**src/rtl/press_if.sv**
```systemverilog
// Debounced button events in, classified press events out.
interface press_if;
  logic       press_pulse;
  logic       release_pulse;
  logic       short_press;
  logic       long_press;
  logic       double_press;
  logic       held;
  logic       busy;
  logic [1:0] last_event;

  modport master (
    output press_pulse, release_pulse,
    input  short_press, long_press, double_press, held, busy, last_event
  );

  modport slave (
    input  press_pulse, release_pulse,
    output short_press, long_press, double_press, held, busy, last_event
  );
endinterface

```
**src/rtl/press_classifier.sv**
```systemverilog
// Classifies debounced press/release pulses into short, long and double presses.
// All outputs are registered; pulses appear in the cycle after the deciding edge.
module press_classifier #(
  parameter int unsigned LONG_CYCLES = 50000000,
  parameter int unsigned GAP_CYCLES  = 12500000,
  parameter int unsigned CNT_W       = 26
) (
  input  logic   CLK,
  input  logic   RST_N,
  press_if.slave bus
);

  typedef enum logic [2:0] {
    IDLE,
    PRESSED,
    LONG_HELD,
    WAIT_SECOND,
    SECOND_PRESSED
  } state_e;

  localparam logic [CNT_W-1:0] LONG_TH = CNT_W'(LONG_CYCLES - 1);
  localparam logic [CNT_W-1:0] GAP_TH  = CNT_W'(GAP_CYCLES - 1);

  state_e           state_q, state_d;
  logic [CNT_W-1:0] cnt_q, cnt_d, cnt_inc;
  logic             short_q, short_d;
  logic             long_q, long_d;
  logic             double_q, double_d;
  logic             held_q, held_d;
  logic             busy_q, busy_d;
  logic [1:0]       last_q, last_d;
  logic             press, rel;

  // Simultaneous press and release is a glitch: neither is seen.
  assign press   = bus.press_pulse & ~bus.release_pulse;
  assign rel     = bus.release_pulse & ~bus.press_pulse;
  assign cnt_inc = cnt_q + CNT_W'(1);

  always_comb begin
    state_d  = state_q;
    cnt_d    = '0;
    short_d  = 1'b0;
    long_d   = 1'b0;
    double_d = 1'b0;
    last_d   = last_q;
    case (state_q)
      IDLE: begin
        if (press) state_d = PRESSED;
      end
      PRESSED: begin
        cnt_d = cnt_inc;
        // Release wins over the long threshold on the same edge.
        if (rel) begin
          state_d = WAIT_SECOND;
          cnt_d   = '0;
        end else if (cnt_inc == LONG_TH) begin
          state_d = LONG_HELD;
          cnt_d   = '0;
          long_d  = 1'b1;
          last_d  = 2'b10;
        end
      end
      LONG_HELD: begin
        if (rel) state_d = IDLE;
      end
      WAIT_SECOND: begin
        cnt_d = cnt_inc;
        // A second press wins over gap expiry on the same edge.
        if (press) begin
          state_d = SECOND_PRESSED;
          cnt_d   = '0;
        end else if (cnt_inc == GAP_TH) begin
          state_d = IDLE;
          cnt_d   = '0;
          short_d = 1'b1;
          last_d  = 2'b01;
        end
      end
      SECOND_PRESSED: begin
        cnt_d = cnt_inc;
        if (rel) begin
          state_d  = IDLE;
          cnt_d    = '0;
          double_d = 1'b1;
          last_d   = 2'b11;
        end else if (cnt_inc == LONG_TH) begin
          // Holding the second press still reports a double, never a long.
          state_d  = LONG_HELD;
          cnt_d    = '0;
          double_d = 1'b1;
          last_d   = 2'b11;
        end
      end
      default: begin
        state_d = IDLE;
      end
    endcase
    held_d = (state_d == LONG_HELD);
    busy_d = (state_d != IDLE);
  end

  always_ff @(posedge CLK) begin
    if (!RST_N) begin
      state_q  <= IDLE;
      cnt_q    <= '0;
      short_q  <= 1'b0;
      long_q   <= 1'b0;
      double_q <= 1'b0;
      held_q   <= 1'b0;
      busy_q   <= 1'b0;
      last_q   <= 2'b00;
    end else begin
      state_q  <= state_d;
      cnt_q    <= cnt_d;
      short_q  <= short_d;
      long_q   <= long_d;
      double_q <= double_d;
      held_q   <= held_d;
      busy_q   <= busy_d;
      last_q   <= last_d;
    end
  end

  assign bus.short_press  = short_q;
  assign bus.long_press   = long_q;
  assign bus.double_press = double_q;
  assign bus.held         = held_q;
  assign bus.busy         = busy_q;
  assign bus.last_event   = last_q;

endmodule

```
**src/flat_wrapper.sv**
```systemverilog
// flat-port wrapper written by rule: the top's interface ports become plain ports
module press_classifier_flat 
#(
  parameter int unsigned LONG_CYCLES = 50000000,
  parameter int unsigned GAP_CYCLES  = 12500000,
  parameter int unsigned CNT_W       = 26
)
  (CLK, RST_N, bus_press_pulse, bus_release_pulse, bus_short_press, bus_long_press, bus_double_press, bus_held, bus_busy, bus_last_event);
  press_if bus_i ();
  input  logic CLK;
  input  logic RST_N;
  input wire logic [$bits(bus_i.press_pulse)-1:0] bus_press_pulse;
  input wire logic [$bits(bus_i.release_pulse)-1:0] bus_release_pulse;
  output wire logic [$bits(bus_i.short_press)-1:0] bus_short_press;
  output wire logic [$bits(bus_i.long_press)-1:0] bus_long_press;
  output wire logic [$bits(bus_i.double_press)-1:0] bus_double_press;
  output wire logic [$bits(bus_i.held)-1:0] bus_held;
  output wire logic [$bits(bus_i.busy)-1:0] bus_busy;
  output wire logic [$bits(bus_i.last_event)-1:0] bus_last_event;
  assign bus_i.press_pulse = bus_press_pulse;
  assign bus_i.release_pulse = bus_release_pulse;
  assign bus_short_press = bus_i.short_press;
  assign bus_long_press = bus_i.long_press;
  assign bus_double_press = bus_i.double_press;
  assign bus_held = bus_i.held;
  assign bus_busy = bus_i.busy;
  assign bus_last_event = bus_i.last_event;
  press_classifier #(.LONG_CYCLES(LONG_CYCLES), .GAP_CYCLES(GAP_CYCLES), .CNT_W(CNT_W)) u_core (.CLK(CLK), .RST_N(RST_N), .bus(bus_i));
endmodule
```
**config.mk**
```make
export PLATFORM = sky130hd
export DESIGN_NAME = press_classifier_flat
export DESIGN_NICKNAME = d
export VERILOG_FILES = /design/src/rtl/press_if.sv /design/src/rtl/press_classifier.sv /design/src/flat_wrapper.sv
export SDC_FILE = /design/constraint.sdc
export NUM_CORES = 1
export LEC_CHECK = 0
export CORE_MARGIN = 4
export CORE_UTILIZATION = 50
export CTS_CLUSTER_SIZE = 40
export DETAILED_ROUTE_END_ITERATION = 12
export PLACE_DENSITY = 0.69
export REMOVE_ABC_BUFFERS = 1
export SETUP_SLACK_MARGIN = 0.15
export SYNTH_ARGS = -nofsm -noshare
export SYNTH_HDL_FRONTEND = slang
export SYNTH_SLANG_ARGS = --single-unit
```
**constraint.sdc**
```tcl
create_clock -name CLK -period 3.4 [get_ports CLK]
set_input_delay 0.51 -clock CLK [delete_from_list [all_inputs] [get_ports CLK]]
set_output_delay 0.51 -clock CLK [all_outputs]
set_load 0.1 [all_outputs]
```
==> flow_summary_export.csv <==
group,metric,value,unit
outcome,status,"finished clean",
finish,stdcell_count,330,
worst_setup_path,cp_max_fo,6,
worst_setup_path,timing.critical_path.buf_inv,1,
clock_tree,cts_tree,"done",
drt,drc,0,
finish,syn2layout_area_growth,14.67,%
timing,drv_slew,0,
worst_setup_path,crit_chain,"ha_1 > buf_4 > and4_1 > a211oi_1 > a211oi_1 > or4b_2 > a211oi_2 > nand4b_1 > a31oi_2 > a21oi_1 > a311oi_2",
synth,netlist_area,2132,um^2
die,io-pin-count,11,
synth,synth_flop_cell,"dfxtp_1",
clock_tree,cts_max_path_buffers,2,
place,io_buffers,10,
drt,totalWireLength,4.848,mm
synth,synthXorXnorAreaFrac,7.805,%
timing,tns,0,ns
drt,viasPerCell,5.930,
power_and_ir_drop,p_int,0.6103,mW
clock_tree,htree_levels,2,
grt,grt_max_degree,16,
synth,synthAdderAreaFrac,1.174,%
clock_tree,clkTransAtPathRegs,0.07,ns
clock_tree,cts_resized,0,
drt,drtIter0Drc,177,
synth,synthSimpleGateAreaFrac,37.21,%
power_and_ir_drop,irDropWorstVdd,0.2980,mV
finish,nets,285,
grt,antenna_found_initial,0,
worst_setup_path,critPathLaunchType,"flop",
die,rows,23,
finish,final_common_cell,"nor2_1",
synth,synth_top_family_by_area,"simple AND/OR/NAND/NOR gates",
job,maxCapViolations,0,
place,routabilityCongestion,0.8541,
synth,syn_area_per_cell,8.200,um^2
finish,layout_common_cells,"nor2_1 (41), dfxtp_1 (32), nand2_1 (20), a21oi_1 (13), buf_4 (13)",
timing,hold_viol,0,
synth,synth.largest_area_cell,"dfxtp_1",
synth,synth-compound-area-share,15.08,%
die,core,4058,um^2
place,dp_hpwl,3.647,mm
power_and_ir_drop,comb_power_share,7.2,%
timing,grt_setup_unrepaired,"no",
worst_setup_path,cp_slowest_cell,"or4b_2",
grt,grt_pass1_wl,8.086,mm
die,dieArea,5373,um^2
power_and_ir_drop,seq_power_share,54.1,%
worst_setup_path,crit_type,"flop to flop",
clock_tree,cts_sinks,36,
drt,dr.pass1.iters,4,
worst_setup_path,worstPathRequired,3.60,ns
worst_setup_path,critPathTopFamily,"compound AO/OA/AOI/OAI gates",
place,dpl_cell_area,2326,um^2
finish,fillers,368,
finish,num_antenna_cells,0,
power_and_ir_drop,power_switching_share,23.46,%
synth,seq_area_frac_synth,33.80,%
worst_setup_path,setup.worst_path.end_class,"flop",
clock_tree,cts_made_buffers,5,
die,fp.dieW,73.30,um
timing,fin_crit_sh,91.28,%
power_and_ir_drop,p_leak,0.7670,nW
die,initial_core_util,52.54,%
grt,grt_overflow,0,
timing,setup_viol,0,
drt,via_count,1957,
timing,max_freq,0.3222,GHz
finish,drive_gt1_share,14.64,%
worst_setup_path,cp_data_arrival_time,3.31,ns
synth,ys_seq_elements,36,
drt,route.antenna.remaining_nets,0,
power_and_ir_drop,power.density,326.1,nW/um^2
synth,yosys.area.top_type_share,33.80,%
timing,period_minus_slack,3.104,ns
drt,wl_per_cell,14.69,um
power_and_ir_drop,clockPowerShare,38.7,%
grt,grt_pass1_vias,1730,
timing,slew_headroom,35.31,%
synth,synth-edff-count,0,
timing,worst_pin_slew,0.9673,ns
synth,synthArstFlopShare,0,%
synth,synth_cell_types,57,
synth,synth_area_leaders,"dfxtp_1 (34%), nor2_1 (7.2%), xor2_1 (4.5%), nand2_1 (3.5%), xnor2_1 (3.3%)",
timing,skew,0.008401,ns
grt,grt_util_all_layers,19.31,%
synth,synth_cells,260,
power_and_ir_drop,p_total,0.7973,mW
die,die_h,73.30,um
worst_setup_path,cpPeakStageDelay,0.68,ns
clock_tree,clk_latency,0.29,ns
clock_tree,clockRootBuffer,"clkbuf_8",
place,dp_cells,322,
worst_hold_path,hold_class,"flop to flop",
finish,final_area,2445,um^2
clock_tree,post_cts_buffers,0,
synth,yosys_warnings,0,
power_and_ir_drop,p_switching,0.1871,mW
clock_tree,hold_buffers,0,
worst_setup_path,path_common_cell,"a211oi_1",
synth,synth_mux_area_share,0,%
==> metal layers <==
layer	track usage [%]	part of all wire [%]	vias up
li1	-	-	989
met1	29.04	50	901
met2	27.41	44	58
met3	3.694	4.7	9
met4	6.439	1.5	0
met5	0	0	-
==> registers in the layout, summed over array words and instances, names as in the netlist <==
name,flops
u_core.bus.long_press,1
u_core.bus.short_press,1
u_core.bus.last_event,2
u_core.bus.held,1
u_core.bus.double_press,1
u_core.bus.busy,1
u_core.state_q,3
u_core.cnt_q,26
==> tightest hold or removal path: cells and delay by family, from the launching register on <==
family | cells | cell delay, ns
AO/OA/AOI/OAI | 1 | 0.05
AND/OR/NAND/NOR | 1 | 0.08
flip-flops | 1 | 0.34
==> final timing paths <==
| path | end | cells past startpoint | start | slack, ns |
|---|---|---|---|---|
| min reg2reg | u_core.bus.last_event[1]$_SDFFE_PN0P_ | 2 | u_core.bus.last_event[1]$_SDFFE_PN0P_ | 0.51 |
| min | u_core.bus.last_event[1]$_SDFFE_PN0P_ | 2 | u_core.bus.last_event[1]$_SDFFE_PN0P_ | 0.51 |
| max | u_core.bus.last_event[0]$_SDFFE_PN0P_ | 11 | u_core.cnt_q[0]$_SDFF_PN0_ | 0.30 |
| max reg2reg | u_core.bus.last_event[0]$_SDFFE_PN0P_ | 11 | u_core.cnt_q[0]$_SDFF_PN0_ | 0.30 |
==> power by group through the flow <==
stage	Combinational (mW)	Sequential (mW)	Clock (mW)
2_1_floorplan	0.0218	0.456	0
3_3_place_gp	0.0555	0.441	0
3_5_place_dp	0.0562	0.441	0
4_1_cts	0.0564	0.431	0.317
5_1_grt	0.0617	0.432	0.340
6_report	0.0573	0.431	0.309
==> synthesized netlist by cell type (3+ instances only) <==
master     n
nor2_1    41
dfxtp_1   36
nand2_1   20
a21oi_1   13
nand3_1   12
xor2_1    11
nand4_1   10
nor4_1     8
xnor2_1    8
and3_1     6
and4_1     6
nor3_1     6
inv_1      5
nor2b_1    5
o21ai_0    5
and2_1     4
buf_6      4
a211oi_1   3
a31oi_1    3
buf_2      3
nand2b_1   3
nand3b_1   3
nand4b_1   3
or4_1      3
==> cell families (layout without fill, tap and decap cells) <==
family	after synthesis	after routing
AND/OR/NAND/NOR	143	143
AO/OA/AOI/OAI	43	43
flip-flops	36	36
XOR/XNOR	19	19
buffers and inverters	17	37
adder cells (fa/ha/maj)	2	2
==> through the flow <==
stage / utilization, % / setup WS [ns] / hold slack, ns
finish: 60.25 / 0.2964 / 0.5091
global route: 60.25 / 0.1568 / 0.5499
CTS: 59.54 / 0.1829 / 0.5032
detailed placement: 57.32 / 0.2070 / 0.4844
global placement: 57.32 / 0.2841 / 0.4853
floorplan: - / 0.1325 / 0.4832
==> final cells by class <==
class	count	area, um^2	share of cell area, %
tap	50	62.56	2.559
sequential	36	725.7	29.68
inverter	5	18.77	0.7677
clock buffer	8	90.09	3.685
timing repair buffer	24	217.7	8.905
multi-input combinational	207	1330	54.40
(Power assumes the default switching activity.)
